### src/rtl/alu_req_arbiter.sv
// Purpose : shares one combinational ALU between two requesters (round-robin), one op in flight.
// Latency : accept at T, operands on alu_* at T+1, tagged response valid at T+2.
// Backpress: response held stable while rsp_ready_i=0; both request readys stay low until handshake.
module alu_req_arbiter #(
    parameter int unsigned          DATA_W = 32,
    parameter int unsigned          OP_W   = 6,
    parameter logic [OP_W-1:0]      MAX_OP = 6'b001001
) (
    input  logic              clk_i,
    input  logic              arb_rst_i,

    input  logic              req0_valid_i,
    output logic              req0_ready_o,
    input  logic [OP_W-1:0]   req0_op_i,
    input  logic [DATA_W-1:0] req0_a_i,
    input  logic [DATA_W-1:0] req0_b_i,

    input  logic              req1_valid_i,
    output logic              req1_ready_o,
    input  logic [OP_W-1:0]   req1_op_i,
    input  logic [DATA_W-1:0] req1_a_i,
    input  logic [DATA_W-1:0] req1_b_i,

    output logic [OP_W-1:0]   alu_op_o,
    output logic [DATA_W-1:0] alu_a_o,
    output logic [DATA_W-1:0] alu_b_o,
    input  logic [DATA_W-1:0] alu_result_i,

    output logic              rsp_valid_o,
    input  logic              rsp_ready_i,
    output logic              rsp_id_o,
    output logic [DATA_W-1:0] rsp_result_o,
    output logic              rsp_err_o
);

    typedef enum logic [1:0] {
        ST_IDLE = 2'd0,
        ST_EXEC = 2'd1,
        ST_RESP = 2'd2
    } state_t;

    state_t              state_q, state_d;
    logic                rr_ptr_q, rr_ptr_d;     // port that won the previous grant
    logic                gnt_id_q, gnt_id_d;     // owner of the operation in flight
    logic [OP_W-1:0]     alu_op_q, alu_op_d;
    logic [DATA_W-1:0]   alu_a_q, alu_a_d;
    logic [DATA_W-1:0]   alu_b_q, alu_b_d;
    logic                rsp_valid_q, rsp_valid_d;
    logic                rsp_id_q, rsp_id_d;
    logic [DATA_W-1:0]   rsp_result_q, rsp_result_d;
    logic                rsp_err_q, rsp_err_d;

    logic                gnt_c;
    logic                accept_c;
    logic                op_illegal_c;

    // Grant selection: a lone requester wins; on a tie the port that did not win last time wins.
    // Readys are masked during reset so nothing looks accepted while the block is held.
    always_comb begin
        gnt_c        = (req0_valid_i && req1_valid_i) ? ~rr_ptr_q : req1_valid_i;
        accept_c     = (state_q == ST_IDLE) && (req0_valid_i || req1_valid_i) && !arb_rst_i;
        req0_ready_o = accept_c && !gnt_c;
        req1_ready_o = accept_c &&  gnt_c;
        op_illegal_c = (alu_op_q > MAX_OP);
    end

    // Next-state and register updates for the IDLE -> EXEC -> RESP sequence.
    always_comb begin
        state_d      = state_q;
        rr_ptr_d     = rr_ptr_q;
        gnt_id_d     = gnt_id_q;
        alu_op_d     = alu_op_q;
        alu_a_d      = alu_a_q;
        alu_b_d      = alu_b_q;
        rsp_valid_d  = rsp_valid_q;
        rsp_id_d     = rsp_id_q;
        rsp_result_d = rsp_result_q;
        rsp_err_d    = rsp_err_q;

        unique case (state_q)
            ST_IDLE: begin
                if (accept_c) begin
                    alu_op_d = gnt_c ? req1_op_i : req0_op_i;
                    alu_a_d  = gnt_c ? req1_a_i  : req0_a_i;
                    alu_b_d  = gnt_c ? req1_b_i  : req0_b_i;
                    gnt_id_d = gnt_c;
                    rr_ptr_d = gnt_c;
                    state_d  = ST_EXEC;
                end
            end
            ST_EXEC: begin
                // Illegal opcodes return zero rather than whatever the ALU produced.
                rsp_err_d    = op_illegal_c;
                rsp_result_d = op_illegal_c ? '0 : alu_result_i;
                rsp_id_d     = gnt_id_q;
                rsp_valid_d  = 1'b1;
                state_d      = ST_RESP;
            end
            ST_RESP: begin
                if (rsp_ready_i) begin
                    rsp_valid_d = 1'b0;
                    rsp_err_d   = 1'b0;
                    state_d     = ST_IDLE;
                end
            end
            default: begin
                state_d = ST_IDLE;
            end
        endcase
    end

    // State and datapath registers; reset drops any in-flight work.
    always_ff @(posedge clk_i or posedge arb_rst_i) begin
        if (arb_rst_i) begin
            state_q      <= ST_IDLE;
            rr_ptr_q     <= 1'b1;
            gnt_id_q     <= 1'b0;
            alu_op_q     <= '0;
            alu_a_q      <= '0;
            alu_b_q      <= '0;
            rsp_valid_q  <= 1'b0;
            rsp_id_q     <= 1'b0;
            rsp_result_q <= '0;
            rsp_err_q    <= 1'b0;
        end else begin
            state_q      <= state_d;
            rr_ptr_q     <= rr_ptr_d;
            gnt_id_q     <= gnt_id_d;
            alu_op_q     <= alu_op_d;
            alu_a_q      <= alu_a_d;
            alu_b_q      <= alu_b_d;
            rsp_valid_q  <= rsp_valid_d;
            rsp_id_q     <= rsp_id_d;
            rsp_result_q <= rsp_result_d;
            rsp_err_q    <= rsp_err_d;
        end
    end

    assign alu_op_o     = alu_op_q;
    assign alu_a_o      = alu_a_q;
    assign alu_b_o      = alu_b_q;
    assign rsp_valid_o  = rsp_valid_q;
    assign rsp_id_o     = rsp_id_q;
    assign rsp_result_o = rsp_result_q;
    assign rsp_err_o    = rsp_err_q;

endmodule
### config.mk
export PLATFORM = sky130hd
export DESIGN_NAME = alu_req_arbiter
export DESIGN_NICKNAME = d
export VERILOG_FILES = /design/src/rtl/alu_req_arbiter.sv
export SDC_FILE = /design/constraint.sdc
export NUM_CORES = 1
export LEC_CHECK = 0
export BUFFER_PORTS_ARGS = -buffer_cell sky130_fd_sc_hd__clkbuf_2
export CAP_MARGIN = 20
export CORE_UTILIZATION = 35
export DETAILED_ROUTE_END_ITERATION = 7
export MAX_ROUTING_LAYER = met4
export PLACE_DENSITY = 0.69
export SETUP_SLACK_MARGIN = 0.3
export SYNTH_ARGS = -nofsm -noshare
export SYNTH_HDL_FRONTEND = slang
export SYNTH_SLANG_ARGS = --single-unit
### constraint.sdc
create_clock -name clk_i -period 3.5 [get_ports clk_i]
set_input_delay 0.7 -clock clk_i [delete_from_list [all_inputs] [get_ports clk_i]]
set_output_delay 0.7 -clock clk_i [all_outputs]
set_load 0.01 [all_outputs]
==> impl_metrics.py <==
metrics = {
    "pwr": {
        "p_sw_w": 0.00188,
        "seqPwrFrac_pct": 41.6,
        "leakage_nw": 3.45,
        "peakVddDrop_mv": 0.336,
        "p_comb_share_pct": 37.6,
        "switching_share_pct": 36.0,
        "clock_power_share_pct": 20.8,
        "p_int_w": 0.00335,
        "p_per_area_nw_per_um2": 776,
    },
    "layout": {
        "mostFrequentLayoutCell": "clkbuf_2",
        "fin_area_um2": 6750,
        "layout-drive-gt1-share_pct": 43.1,
        "nFillCells": 1271,
        "area_growth_pct": 38.1,
        "stdcell_count": 929,
        "seqCellArea_um2": 2730,
        "fin_nets": 924,
        "layout_common_cells": "clkbuf_2, nand2_1, dfrtp_1, a221o_1, nor3_1",
        "multi_input_area_um2": 1930,
    },
    "clock_tree": {
        "h-tree-depth": 3,
        "cts_setup_buffers": 0,
        "cts_buffers": 9,
        "clk_path_buf_depth": 2,
        "clk_pin_slew_ps": 70,
        "clkLatencyLatePin_ps": 340,
        "tritoncts": "yes",
        "cts.sinks": 109,
        "cts_hold_buf": 0,
        "root_buffer": "clkbuf_16",
        "cts_resized": 0,
    },
    "critical_path": {
        "cpMaxStageDelayCell": "dfrtp_1",
        "r2r_end": "alu_b_o[10]",
        "slowest_delay_ps": 450,
        "crit_fanout": 7,
        "rrSetupSlack_ps": 1420,
        "cp-end-kind": "output port",
        "reg2reg_depth": 4,
        "crit_family": "simple AND/OR/NAND/NOR gates",
        "critPathBufInv": 2,
        "start_kind": "flip-flop",
        "crit_chain": "nor3_2 > nand3_1 > inv_1 > clkbuf_2",
        "crit_arrival_ps": 1610,
        "reg2reg_from": "state_q[0]",
        "critical_path_class": "flip-flop to output port",
        "path_depth": 4,
        "cp.required_ps": 2800,
    },
    "run_status": {
        "status": "finished clean",
    },
    "placed_design": {
        "dpl.cell_count": 912,
        "port_buffers": 283,
        "gp_congestion": 0.811,
        "dpl_cell_area_um2": 6420,
        "dp_hpwl_um": 10600,
    },
    "synth": {
        "ys_seq_elements": 109,
        "synth_top_area_share_pct": 55.3,
        "synth_area_leaders": "dfrtp_1, a221o_1, nand2_1",
        "yosys.area.top_type": "dfrtp_1",
        "yosys.cell_types.count": 24,
        "syn_inst": 494,
        "synth_warnings": 0,
        "syn-cell-area_um2": 4880,
        "avgSynthCellArea_um2": 9.89,
        "synth_nets": 671,
        "seq_area_frac_synth_pct": 55.9,
    },
    "die": {
        "coreArea_um2": 13400,
        "die_w_um": 120,
        "io_pins": 284,
        "die_h_um": 120,
        "start_util_pct": 36.5,
        "num_rows": 42,
        "die-area_um2": 14400,
    },
    "grt": {
        "grt.overflow.total": 0,
        "grtUsageTotal_pct": 20.8,
        "grt_pass1_wl_um": 23100,
        "grt_max_degree": 71,
        "antenna_found_initial": 1,
        "grt_pass1_vias": 4668,
    },
    "route": {
        "wl_um": 14500,
        "vias": 4822,
        "routed_via_density": 5.19,
        "drtAntennaViolNets": 0,
        "drc_errors": 0,
        "post_drt_wl_per_cell_um": 15.6,
        "first_iter_violations": 308,
        "drtPass1Iterations": 5,
    },
    "flow_run": {
        "cap_violations": 0,
    },
    "timing": {
        "fin_skew_ps": 6.94,
        "hold_violations": 0,
        "tightest_slew_ps": 845,
        "whs_ps": 478,
        "max_freq_ghz": 0.432,
        "rsz0062_at_grt": "no",
        "timing.final.crit_share_pct": 66.1,
        "slew_violations": 0,
        "setup_viol": 0,
        "setup_tns_ps": 0,
        "max_slew_margin_pct": 43.4,
        "min_period_ps": 2310,
    },
    "worst_hold_path": {
        "hold-path-endpoint": "rsp_id_o",
        "min_from": "gnt_id_q",
        "worstHoldPathCells": 2,
        "hp-class": "flip-flop to flip-flop",
    },
}
[metrics by stage]
stage	setup WS, ps	util [%]	power (W)
2_1_floorplan	1410	-	0.00327
3_3_place_gp	1200	47.6	0.00411
3_5_place_dp	1100	47.9	0.00420
4_1_cts	1190	50.3	0.00529
5_1_grt	1030	50.3	0.00557
6_report	1190	50.3	0.00524
[power by group through the flow]
stage          Clock [W]  Combinational (W)  Sequential (W)
4_1_cts          0.00111            0.00200         0.00218
3_5_place_dp           0            0.00201         0.00219
5_1_grt          0.00116            0.00216         0.00225
3_3_place_gp           0            0.00194         0.00218
6_report         0.00109            0.00197         0.00218
2_1_floorplan          0           0.000874         0.00239
[worst max path at each step]
stage            startpoint            to
2_1_floorplan  req0_valid_i  req0_ready_o
3_3_place_gp   req1_valid_i   alu_b_o[31]
3_5_place_dp   req1_valid_i   alu_op_o[0]
4_1_cts          state_q[0]  req0_ready_o
5_1_grt          state_q[0]  req0_ready_o
6_report         state_q[0]  req0_ready_o
[per-layer routing]
metal	vias up	share of wire, %	global-route usage [%]
met2	221	49	33.6
met1	2294	42	26.1
met4	0	1.4	6.41
li1	2288	-	-
met3	19	7.2	4.13
met5	-	0	-
[layout make-up]
| type | count | share of cell area (%) |
|---|---|---|
| clock inverters | 4 | 1.08 |
| diodes | 1 | 0.0371 |
| clock buffers | 12 | 3.65 |
| multi-input cells | 331 | 28.7 |
| inverters | 4 | 0.278 |
| flip-flops and latches | 109 | 40.4 |
| repair buffers | 292 | 22.6 |
| well taps | 176 | 3.26 |
[worst min-delay path, cell delays in order, from the launching register on]
cell and delay, ps:
dfrtp_1 350, nand2_1 60, nand2_1 50
[kinds of logic after synthesis]
| kind of cell | synth area share [%] |
|---|---|
| buf+inv | 5.05 |
| flops | 55.9 |
| compound gates | 18.7 |
| simple gates | 20.4 |
[synthesized netlist by cell type]
master    count
a21oi_1       3
a221o_1      70
a311oi_1      1
and3_1        1
and4_1        1
buf_1         5
buf_2        20
buf_4         1
buf_6         2
clkbuf_1     22
dfrtp_1     108
dfstp_2       1
inv_1         4
nand2_1     139
nand2b_1      3
nand3_1       1
nor2_1        1
nor2b_1       3
nor3_1       59
nor3_2       11
o21a_1        2
o21ai_0      34
o21ai_1       1
or3_1         1
[state kept, by name, summed over array words and instances (netlist names)]
signal and count:
alu_a_o 32, alu_b_o 32, rsp_result_o 32, alu_op_o 6, state_q 2, gnt_id_q 1, rr_ptr_q 1, rsp_err_o 1
rsp_id_o 1, rsp_valid_o 1
Power figures use the tool's default switching activity.
